<file path="src/rtl/my_pkg.sv">
// Shared constants and types for the integer register file.
package my_pkg;

  localparam int unsigned DATA_WIDTH   = 32;
  localparam int unsigned NUM_REGS_DEF = 32;
  localparam int unsigned AW_DEF       = $clog2(NUM_REGS_DEF);

  typedef logic [AW_DEF-1:0]     reg_addr_t;
  typedef logic [DATA_WIDTH-1:0] data_t;

endpackage

</file>
<file path="src/rtl/reg_file_sb_if.sv">
// Bus bundle between issue/writeback and the register file with scoreboard.
interface reg_file_sb_if #(
  parameter int unsigned DATA_WIDTH = my_pkg::DATA_WIDTH,
  parameter int unsigned NUM_REGS   = my_pkg::NUM_REGS_DEF,
  parameter int unsigned NUM_RD     = 2,
  parameter int unsigned NUM_WR     = 2
);
  localparam int unsigned AW = $clog2(NUM_REGS);
  localparam int unsigned CW = $clog2(NUM_REGS + 1);

  logic [NUM_WR-1:0]                 wr_en;
  logic [NUM_WR-1:0][AW-1:0]         addr_wr;
  logic [NUM_WR-1:0][DATA_WIDTH-1:0] data_wr;
  logic [NUM_RD-1:0][AW-1:0]         addr_rd;
  logic [NUM_RD-1:0][DATA_WIDTH-1:0] data_rd;
  logic [NUM_RD-1:0]                 busy_rd;
  logic                              issue_en;
  logic [AW-1:0]                     issue_addr;
  logic                              flush;
  logic [CW-1:0]                     busy_cnt;

  modport master (
    output wr_en, addr_wr, data_wr, addr_rd, issue_en, issue_addr, flush,
    input  data_rd, busy_rd, busy_cnt
  );

  modport slave (
    input  wr_en, addr_wr, data_wr, addr_rd, issue_en, issue_addr, flush,
    output data_rd, busy_rd, busy_cnt
  );
endinterface

</file>
<file path="src/rtl/sb_popcount.sv">
// Combinational population count of the next-state busy vector.
module sb_popcount #(
  parameter int unsigned N  = 32,
  parameter int unsigned CW = 6
) (
  input  logic [N-1:0]  vec_i,
  output logic [CW-1:0] cnt_c_o
);

  // Sum of set bits
  always_comb begin
    cnt_c_o = '0;
    for (int i = 0; i < int'(N); i++) begin
      cnt_c_o = cnt_c_o + CW'(vec_i[i]);
    end
  end

endmodule

</file>
<file path="src/rtl/reg_file_sb.sv">
// Multi-port integer register file with per-register busy scoreboard.
// x0 is hard-wired to zero; the highest-index write port wins collisions.
// Optional same-cycle write-to-read forwarding: define REG_FILE_BYPASS_EN.
module reg_file_sb #(
  parameter int unsigned DATA_WIDTH = my_pkg::DATA_WIDTH,
  parameter int unsigned NUM_REGS   = my_pkg::NUM_REGS_DEF,
  parameter int unsigned NUM_RD     = 2,
  parameter int unsigned NUM_WR     = 2
) (
  input  logic          clk,
  input  logic          rst_n,
  reg_file_sb_if.slave  bus
);
  import my_pkg::*;

  localparam int unsigned AW = $clog2(NUM_REGS);
  localparam int unsigned CW = $clog2(NUM_REGS + 1);

  logic [DATA_WIDTH-1:0]             regs_q [NUM_REGS];
  logic [DATA_WIDTH-1:0]             regs_d [NUM_REGS];
  logic [NUM_REGS-1:0]               busy_q;
  logic [NUM_REGS-1:0]               busy_d;
  logic [CW-1:0]                     busy_cnt_q;
  logic [CW-1:0]                     busy_cnt_c;
  logic [NUM_RD-1:0][DATA_WIDTH-1:0] data_rd_c;
  logic [NUM_RD-1:0]                 busy_rd_c;

  // Array next state; later ports overwrite earlier ones on a collision
  always_comb begin
    regs_d = regs_q;
    for (int i = 0; i < int'(NUM_WR); i++) begin
      if (bus.wr_en[i] && (bus.addr_wr[i] != '0)) begin
        regs_d[bus.addr_wr[i]] = bus.data_wr[i];
      end
    end
  end

  // Busy next state: writeback clears, issue sets (newer producer), flush wipes all
  always_comb begin
    busy_d = busy_q;
    for (int i = 0; i < int'(NUM_WR); i++) begin
      if (bus.wr_en[i] && (bus.addr_wr[i] != '0)) begin
        busy_d[bus.addr_wr[i]] = 1'b0;
      end
    end
    if (bus.issue_en && (bus.issue_addr != '0)) begin
      busy_d[bus.issue_addr] = 1'b1;
    end
    if (bus.flush) begin
      busy_d = '0;
    end
  end

  sb_popcount #(
    .N  (NUM_REGS),
    .CW (CW)
  ) u_popcount (
    .vec_i   (busy_d),
    .cnt_c_o (busy_cnt_c)
  );

  // Register array, busy vector and count share one edge so they stay consistent
  always_ff @(posedge clk or negedge rst_n) begin
    if (!rst_n) begin
      for (int k = 0; k < int'(NUM_REGS); k++) begin
        regs_q[k] <= '0;
      end
      busy_q     <= '0;
      busy_cnt_q <= '0;
    end else begin
      regs_q     <= regs_d;
      busy_q     <= busy_d;
      busy_cnt_q <= busy_cnt_c;
    end
  end

  // Combinational read ports with optional forwarding from the write ports
  always_comb begin
`ifdef REG_FILE_BYPASS_EN
    logic hit;
`endif
    data_rd_c = '0;
    busy_rd_c = '0;
    for (int j = 0; j < int'(NUM_RD); j++) begin
      if (bus.addr_rd[j] != '0) begin
        data_rd_c[j] = regs_q[bus.addr_rd[j]];
        busy_rd_c[j] = busy_q[bus.addr_rd[j]];
`ifdef REG_FILE_BYPASS_EN
        hit = 1'b0;
        for (int i = 0; i < int'(NUM_WR); i++) begin
          if (bus.wr_en[i] && (bus.addr_wr[i] == bus.addr_rd[j])) begin
            data_rd_c[j] = bus.data_wr[i];
            hit          = 1'b1;
          end
        end
        // Forwarded value is final unless a new producer issues to it right now
        if (hit && !(bus.issue_en && (bus.issue_addr == bus.addr_rd[j]))) begin
          busy_rd_c[j] = 1'b0;
        end
`endif
      end
    end
  end

  assign bus.data_rd  = data_rd_c;
  assign bus.busy_rd  = busy_rd_c;
  assign bus.busy_cnt = busy_cnt_q;

endmodule

</file>
<file path="src/flat_wrapper.sv">
// flat-port wrapper written by rule: the top's interface ports become plain ports
module reg_file_sb_flat import my_pkg::*;
#(
  parameter int unsigned DATA_WIDTH = my_pkg::DATA_WIDTH,
  parameter int unsigned NUM_REGS   = my_pkg::NUM_REGS_DEF,
  parameter int unsigned NUM_RD     = 2,
  parameter int unsigned NUM_WR     = 2
)
  (clk, rst_n, bus_wr_en, bus_addr_wr, bus_data_wr, bus_addr_rd, bus_issue_en, bus_issue_addr, bus_flush, bus_data_rd, bus_busy_rd, bus_busy_cnt);
  reg_file_sb_if #(.DATA_WIDTH(DATA_WIDTH), .NUM_REGS(NUM_REGS), .NUM_RD(NUM_RD), .NUM_WR(NUM_WR)) bus_i ();
  input  logic clk;
  input  logic rst_n;
  input wire logic [$bits(bus_i.wr_en)-1:0] bus_wr_en;
  input wire logic [$bits(bus_i.addr_wr)-1:0] bus_addr_wr;
  input wire logic [$bits(bus_i.data_wr)-1:0] bus_data_wr;
  input wire logic [$bits(bus_i.addr_rd)-1:0] bus_addr_rd;
  input wire logic [$bits(bus_i.issue_en)-1:0] bus_issue_en;
  input wire logic [$bits(bus_i.issue_addr)-1:0] bus_issue_addr;
  input wire logic [$bits(bus_i.flush)-1:0] bus_flush;
  output wire logic [$bits(bus_i.data_rd)-1:0] bus_data_rd;
  output wire logic [$bits(bus_i.busy_rd)-1:0] bus_busy_rd;
  output wire logic [$bits(bus_i.busy_cnt)-1:0] bus_busy_cnt;
  assign bus_i.wr_en = bus_wr_en;
  assign bus_i.addr_wr = bus_addr_wr;
  assign bus_i.data_wr = bus_data_wr;
  assign bus_i.addr_rd = bus_addr_rd;
  assign bus_i.issue_en = bus_issue_en;
  assign bus_i.issue_addr = bus_issue_addr;
  assign bus_i.flush = bus_flush;
  assign bus_data_rd = bus_i.data_rd;
  assign bus_busy_rd = bus_i.busy_rd;
  assign bus_busy_cnt = bus_i.busy_cnt;
  reg_file_sb #(.DATA_WIDTH(DATA_WIDTH), .NUM_REGS(NUM_REGS), .NUM_RD(NUM_RD), .NUM_WR(NUM_WR)) u_core (.clk(clk), .rst_n(rst_n), .bus(bus_i));
endmodule
</file>
<file path="config.mk">
export PLATFORM = sky130hd
export DESIGN_NAME = reg_file_sb_flat
export DESIGN_NICKNAME = d
export VERILOG_FILES = /design/src/rtl/my_pkg.sv /design/src/rtl/reg_file_sb_if.sv /design/src/rtl/sb_popcount.sv /design/src/rtl/reg_file_sb.sv /design/src/flat_wrapper.sv
export SDC_FILE = /design/constraint.sdc
export NUM_CORES = 2
export LEC_CHECK = 0
export ABC_AREA = 1
export BUFFER_PORTS_ARGS = -buffer_cell sky130_fd_sc_hd__buf_2
export CELL_PAD_IN_SITES_DETAIL_PLACEMENT = 1
export CELL_PAD_IN_SITES_GLOBAL_PLACEMENT = 1
export CORE_UTILIZATION = 41
export DETAILED_ROUTE_END_ITERATION = 8
export PLACE_DENSITY_LB_ADDON = 0.1
export SLEW_MARGIN = 10
export SYNTH_ARGS = -nofsm -noshare
export SYNTH_HDL_FRONTEND = slang
export SYNTH_SLANG_ARGS = --single-unit
export TNS_END_PERCENT = 5
</file>
<file path="constraint.sdc">
create_clock -name clk -period 4.2 [get_ports clk]
set_clock_uncertainty 0.05 [all_clocks]
set_input_delay 0 -clock clk [delete_from_list [all_inputs] [get_ports clk]]
set_output_delay 0 -clock clk [all_outputs]
set_load 0.05 [all_outputs]
</file>
# == Word level (Yosys, flattened, before mapping) ==
# Cells that the tools add are included.
# op_classes
n_addsub,31
mul,0
n_div,0
order_cmp,14
eq_ne,0
n_shift,0
muxes,32
n_bitwise,9
reduce_logical,13
# op_table
operator,count
bitwise mux 1024 bit,2
two-way mux 1024 bit,2
two-way mux 32 bit,12
binary-select mux 32 bit (select 5 bit),2
demux 32 bit (select 5 bit),2
adder 6 x 1 -> 6 bit,26
AND 32 bit,2
inverter 32 bit,2
bitwise OR 32 bit,1
"less-than comparator 5 x 6 -> 1 bit, second input constant",5
nonzero test 5 bit,5
">= comparator 6 bit, second input constant",4
inverter 5 -> 6 bit,4
demux 1 bit (select 5 bit),3
">= comparator 5 x 1 -> 1 bit, second input constant",3
"less-than comparator 6 x 1 -> 1 bit, second input constant",2
binary-select mux 1 bit (select 5 bit),2
logical AND 1 bit,8
two-way mux 1 bit,7
adder 5 x 1 -> 6 bit,1
adder 4 x 1 -> 5 bit,1
adder 3 x 1 -> 4 bit,1
adder 2 x 1 -> 3 bit,1
adder 1 x 1 -> 2 bit,1
# totals
ff_bits,1062
latch_bits,0
ramBits,0
rom_bits,0
in_bits,95
output_inout_bits,72
wordCells,133
n_memories,0

# == Logic depth before layout (Yosys ltp) ==
# logic_depth
word_depth,43
ltp_mapped,25
ltp_nobuf,23

# == Hierarchy ==
# A second synthesis with hierarchy kept.
# hier_totals
cells_unflattened,11264
hier_area_um2,71883.9
# by_module_without_submodules
module,n_inst,cells_each,area_each_um2,seq_area_each_um2
reg_file_sb,1,11175,71081.9,26575.5
sb_popcount,1,89,802.0,0.0

# == Worst setup path before layout ==
# OpenSTA, ideal clock, no wires.
# synth_timing
path_kind,input -> register
startpoint,input port bus_wr_en[0]
endpoint,register u_core.busy_cnt_q[4] (netlist: u_core.bus.busy_cnt[4])
setup_ps,79
arrival_time_ps,5061
setup_slack_ps,-990
cell_stages,22
path_cell_list,clkbuf_1 > inv_2 > nor2_2 > inv_2 > nor2_1 > inv_1 > clkbuf_1 > nand3_1 > a21oi_1 > fa_1 > inv_1 > fa_1 > fa_1 > fa_1 > fa_1 > inv_1 > fa_1 > ha_1 > inv_1 > fa_1 > o21ai_0 > xor2_1
# synth_lines
element,line_no,rtl
from (decl),flat_wrapper.sv:13,input wire logic [$bits(bus_i.wr_en)-1:0] bus_wr_en;
logical AND 1 bit *,reg_file_sb.sv:42,if (bus.wr_en[i] && (bus.addr_wr[i] != '0)) begin
two-way mux 32 bit *,reg_file_sb.sv:42,
AND 32 bit (no source line),--,
two-way mux 32 bit *,reg_file_sb.sv:42,
bitwise OR 32 bit (no source line),--,
two-way mux 32 bit *,reg_file_sb.sv:46,if (bus.issue_en && (bus.issue_addr != '0)) begin
two-way mux 32 bit *,reg_file_sb.sv:49,if (bus.flush) begin
net u_core.busy_d[3],reg_file_sb.sv:22,logic [NUM_REGS-1:0] busy_d;
adder 3 x 1 -> 4 bit *,sb_popcount.sv:14,cnt_c_o = cnt_c_o + CW'(vec_i[i]);
adder 4 x 1 -> 5 bit *,sb_popcount.sv:14,
adder 5 x 1 -> 6 bit *,sb_popcount.sv:14,
adder 6 x 1 -> 6 bit * (26 in series),sb_popcount.sv:14,
net u_core.busy_cnt_c[4],reg_file_sb.sv:24,logic [CW-1:0] busy_cnt_c;
to (signal assigned),reg_file_sb.sv:73,busy_cnt_q <= busy_cnt_c;
to (decl),reg_file_sb.sv:23,logic [CW-1:0] busy_cnt_q;
# The timed path passes the listed nets; every way through them passes the cells marked *.

# == Worst setup path in the final report ==
# layout_timing
startpoint,register u_core.busy_q[13]
endpoint,register u_core.busy_cnt_q[4] (netlist: u_core.bus.busy_cnt[4])
# layout_between
elab_chain_cells,26
# layout_rtl
element,line_no,rtl
from (decl),reg_file_sb.sv:21,logic [NUM_REGS-1:0] busy_q;
from (signal assigned),reg_file_sb.sv:72,busy_q <= busy_d;
AND 32 bit (no source line),--,
two-way mux 32 bit *,reg_file_sb.sv:42,
AND 32 bit (no source line),--,
two-way mux 32 bit *,reg_file_sb.sv:42,
bitwise OR 32 bit (no source line),--,
two-way mux 32 bit *,reg_file_sb.sv:46,
two-way mux 32 bit *,reg_file_sb.sv:49,
net u_core.busy_d[13],reg_file_sb.sv:22,
adder 6 x 1 -> 6 bit * (19 in series),sb_popcount.sv:14,
net u_core.busy_cnt_c[4],reg_file_sb.sv:24,
# Marked as above.

==> metrics.md <==
| Metric | Value |
|---|---|
| Port Buf Inserts | 166 |
| Die X | 418.7 µm |
| Worst-path fanout max | 2 |
| Synth cell count leaders | nand2_1 (3606), nand3_1 (1628), dfrtp_1 (1062) |
| Synth area leader | dfrtp_1 |
| Syn avg cell area | 6.415 µm² |
| Gpl congestion | 0.9681 |
| Largest net degree at the start of global routing | 135 |
| Root Buffer | clkbuf_16 |
| WP data required | 4.88 ns |
| DIE HEIGHT | 418.7 µm |
| Fin util | 47.26% |
| Starting density of the core | 41.37% |
| Synth-to-layout area growth | 14.24% |
| Distinct cells, synth | 34 |
| Share of cells above drive strength 1 | 8.672% |
| Die ar. | 175300 µm² |
| Worst setup margin | -0.5368 ns |
| Tot GR Track Use | 48.36% |
| Crit end category | flop |
| Post-synth top flop | dfrtp_1 |
| Vias in the first global route | 86.41k |
| Final Net Count | 11.01k |
| Post-synth top area share | 37.32% |
| First-pass GRT wire length | 615600 µm |
| Cells after Synth | 11.10k |
| GR Overflow Total | 0 |
| Placed instance area | 75040 µm² |
| Post-DP HPWL | 250200 µm |
| Via density | 6.523 |
| Row Count | 152 |
| Clk slew on worst S/H paths | 0.06 ns |
| Number of clock buffers inserted by TritonCTS | 138 |
| H-tree levels | 4 |
| Final setup viols | 5 |
| Antenna Nets Post-Route | 0 |
| Setup CP Type | flop to flop |
| Pwr Total | 38.32 mW |
| First drt pass iteration count | 6 |
| Final hold vios | 0 |
| Wire per inst | 32.29 µm |
| VDD IR max | 428.0 µV |
| Status | finished with violations |
| CTS tree | done |
| Clk_lat worst skew | 0.83 ns |
| Least-Margin Pin Slew | 1.306 ns |
| Core area | 172100 µm² |
| Min Tclk post-route | 4.737 ns |
| Static leakage | 39.26 nW |
| Dominant cells by area after synthesis | dfrtp_1 (37%), nand2_1 (19%), nand3_1 (11%) |
| Clk sinks | 1062 |
| Drt total wl | 430300 µm |
| Final worst path period share | 112.8% |
| Synth Net Count | 11.23k |
| Slew Viols, Final | 0 |
| Initial antenna violation count | 39 |
| Failing checks | negative setup slack |
| Crit path DAT | 5.42 ns |
| Design Area, Final | 81340 µm² |
| Max-cap viol count | 0 |
| Synthesis Warnings | 0 |
| I/O pin count | 167 |
| Slew HR | 12.93% |
| # DRC | 0 |
| Deepest clock path buffer count | 3 |
| Via count | 86.94k |
| Most common cell in the netlist | nand2_1 |
| Starting DRT DRC Count | 11.51k |
| Critical Path Source Type | flop |
| Mapped cell area | 71200 µm² |
| RSZ-0062 raised after global routing | yes |
| PD cells | 471.1 nW/µm² |
| Register area share after synthesis | 37.32% |
| Synth Register Bits | 1062 |
| Fmax | 211.1 MHz |
| Worst hold path type | input port to flop |
| Post-synth EDFFs | 0 |
| Asr flop ratio synth | 100.0% |
path summary, 6_finish.rpt:
check | startpoint | end | slack (ns) | cells after the start
max | u_core.busy_q[13]$_DFF_PN0_ | u_core.bus.busy_cnt[4]$_DFF_PN0_ | -0.54 | 15
min | bus_wr_en[0] | u_core.busy_q[4]$_DFF_PN0_ | 0.05 | 6
max reg2reg | u_core.busy_q[13]$_DFF_PN0_ | u_core.bus.busy_cnt[4]$_DFF_PN0_ | -0.54 | 15
min reg2reg | u_core.regs_q[1001]$_DFF_PN0_ | u_core.regs_q[1001]$_DFF_PN0_ | 0.35 | 0
max in group asynchronous | rst_n | u_core.regs_q[268]$_DFF_PN0_ | 3.19 | 3
min in group asynchronous | rst_n | u_core.regs_q[998]$_DFF_PN0_ | 0.07 | 3
metal layers:
metal | up-vias | share of wire, % | global-route usage (%)
met4 | 12 | 8.2 | 35.41
met1 | 43390 | 38 | 59.76
met3 | 1639 | 11 | 13.29
met5 | - | 0.017 | 0
met2 | 5807 | 43 | 72.19
li1 | 36090 | - | -
what timing repair did:
action / CTS / global route
setup endpoints to repair: 6 / 6
hold buffers: 148 / 0
gates cloned: 0 / 0
pin swaps: 24 / 4
resized for setup: 10 / 9
endpoints found under the hold margin: 1980 / 0
setup buffers: 5 / 1
registers in the layout (all words and copies together), names as in the netlist:
signal and count:
u_core.regs_q 1024, u_core.bus.busy_cnt 6, u_core.busy_q 32
cells in the final DEF, fill, tap and decap left out, types with 5 or more instances in the layout:
master,netlist,routed
nand2_1,3606,3573
nand3_1,1628,1618
dfrtp_1,1062,1062
o21ai_0,964,963
inv_1,692,677
nor2_1,557,544
buf_4,3,359
o21ai_1,339,339
o22ai_1,269,269
o211ai_1,247,247
a21oi_1,237,225
nor3_1,168,165
buf_2,115,156
clkbuf_16,0,146
dlygate4sd3_1,0,145
a31oi_1,93,93
buf_12,0,55
clkbuf_1,857,32
clkbuf_8,0,31
a22oi_1,30,30
nor2_4,9,29
nand2_4,0,29
diode_2,0,28
inv_2,23,28
clkinv_2,0,25
fa_1,24,21
nand2_2,8,12
a21oi_2,0,11
clkinv_1,17,11
inv_6,0,9
nand3_2,1,9
nor2_2,16,9
bufinv_16,0,8
inv_4,0,6
nor3_2,3,6
nand3b_1,6,6
ha_1,7,6
nand4_1,5,5
buf_8,0,5
power by group:
part	switching [mW]	total (mW)	leakage [nW]	internal (mW)
logic	6.88	10.6	24.0	3.76
registers	2.22	15.1	13.0	12.8
clock network	5.25	12.6	2.29	7.37
total	14.4	38.3	39.3	24.0
through the flow:
step                      std cells  TNS [ns]  setup slack [ns]  hold WS, ns
after floorplan               11100    -2.959           -0.6902      -0.3456
after global routing          13310    -3.255           -0.7183      0.06464
after detailed placement      12900    -5.944            -1.162     0.008788
after CTS                     13300    -2.448           -0.5366      0.01015
final                         13330    -2.421           -0.5368      0.05071
after global placement        12900    -5.436            -1.107      0.01800
logic make-up (layout without fill, tap and decap cells):
logic type,Yosys count,count (layout),share of synthesized area (%)
adders and majority gates,31,31,0.7978
AOI/OAI and AO/OA,2181,2181,16.95
DFF,1062,1062,37.32
other,0,28,0
and+or+nand+nor,6009,6009,35.12
xor gates and xnor gates,3,3,0.03691
buffers and inverters,1813,1703,9.775
cell type report:
| type | instances | area (µm²) |
|---|---|---|
| Antenna cell | 28 | 70.07 |
| Fill cell | 22270 | 90770 |
| Timing Repair Buffer | 725 | 6178 |
| Sequential cell | 1062 | 26580 |
| Multi-Input combinational cell | 8224 | 38200 |
| Inverter | 732 | 2811 |
| Tap cell | 2310 | 2890 |
| Clock buffer | 209 | 4200 |
| Clock inverter | 37 | 419.2 |
worst max-delay path, cell delays in order, from the launching register on:
cell and delay [ns]:
dfrtp_1 0.36, nand3_2 0.10, a21oi_2 0.19, fa_1 0.44
inv_1 0.13, fa_2 0.47, fa_1 0.54, fa_1 0.45
fa_1 0.49, inv_1 0.05, fa_1 0.49, ha_1 0.15
inv_1 0.06, fa_2 0.37, o21ai_2 0.13, xor2_1 0.16
Note: power is estimated with default switching activity, not from simulation.
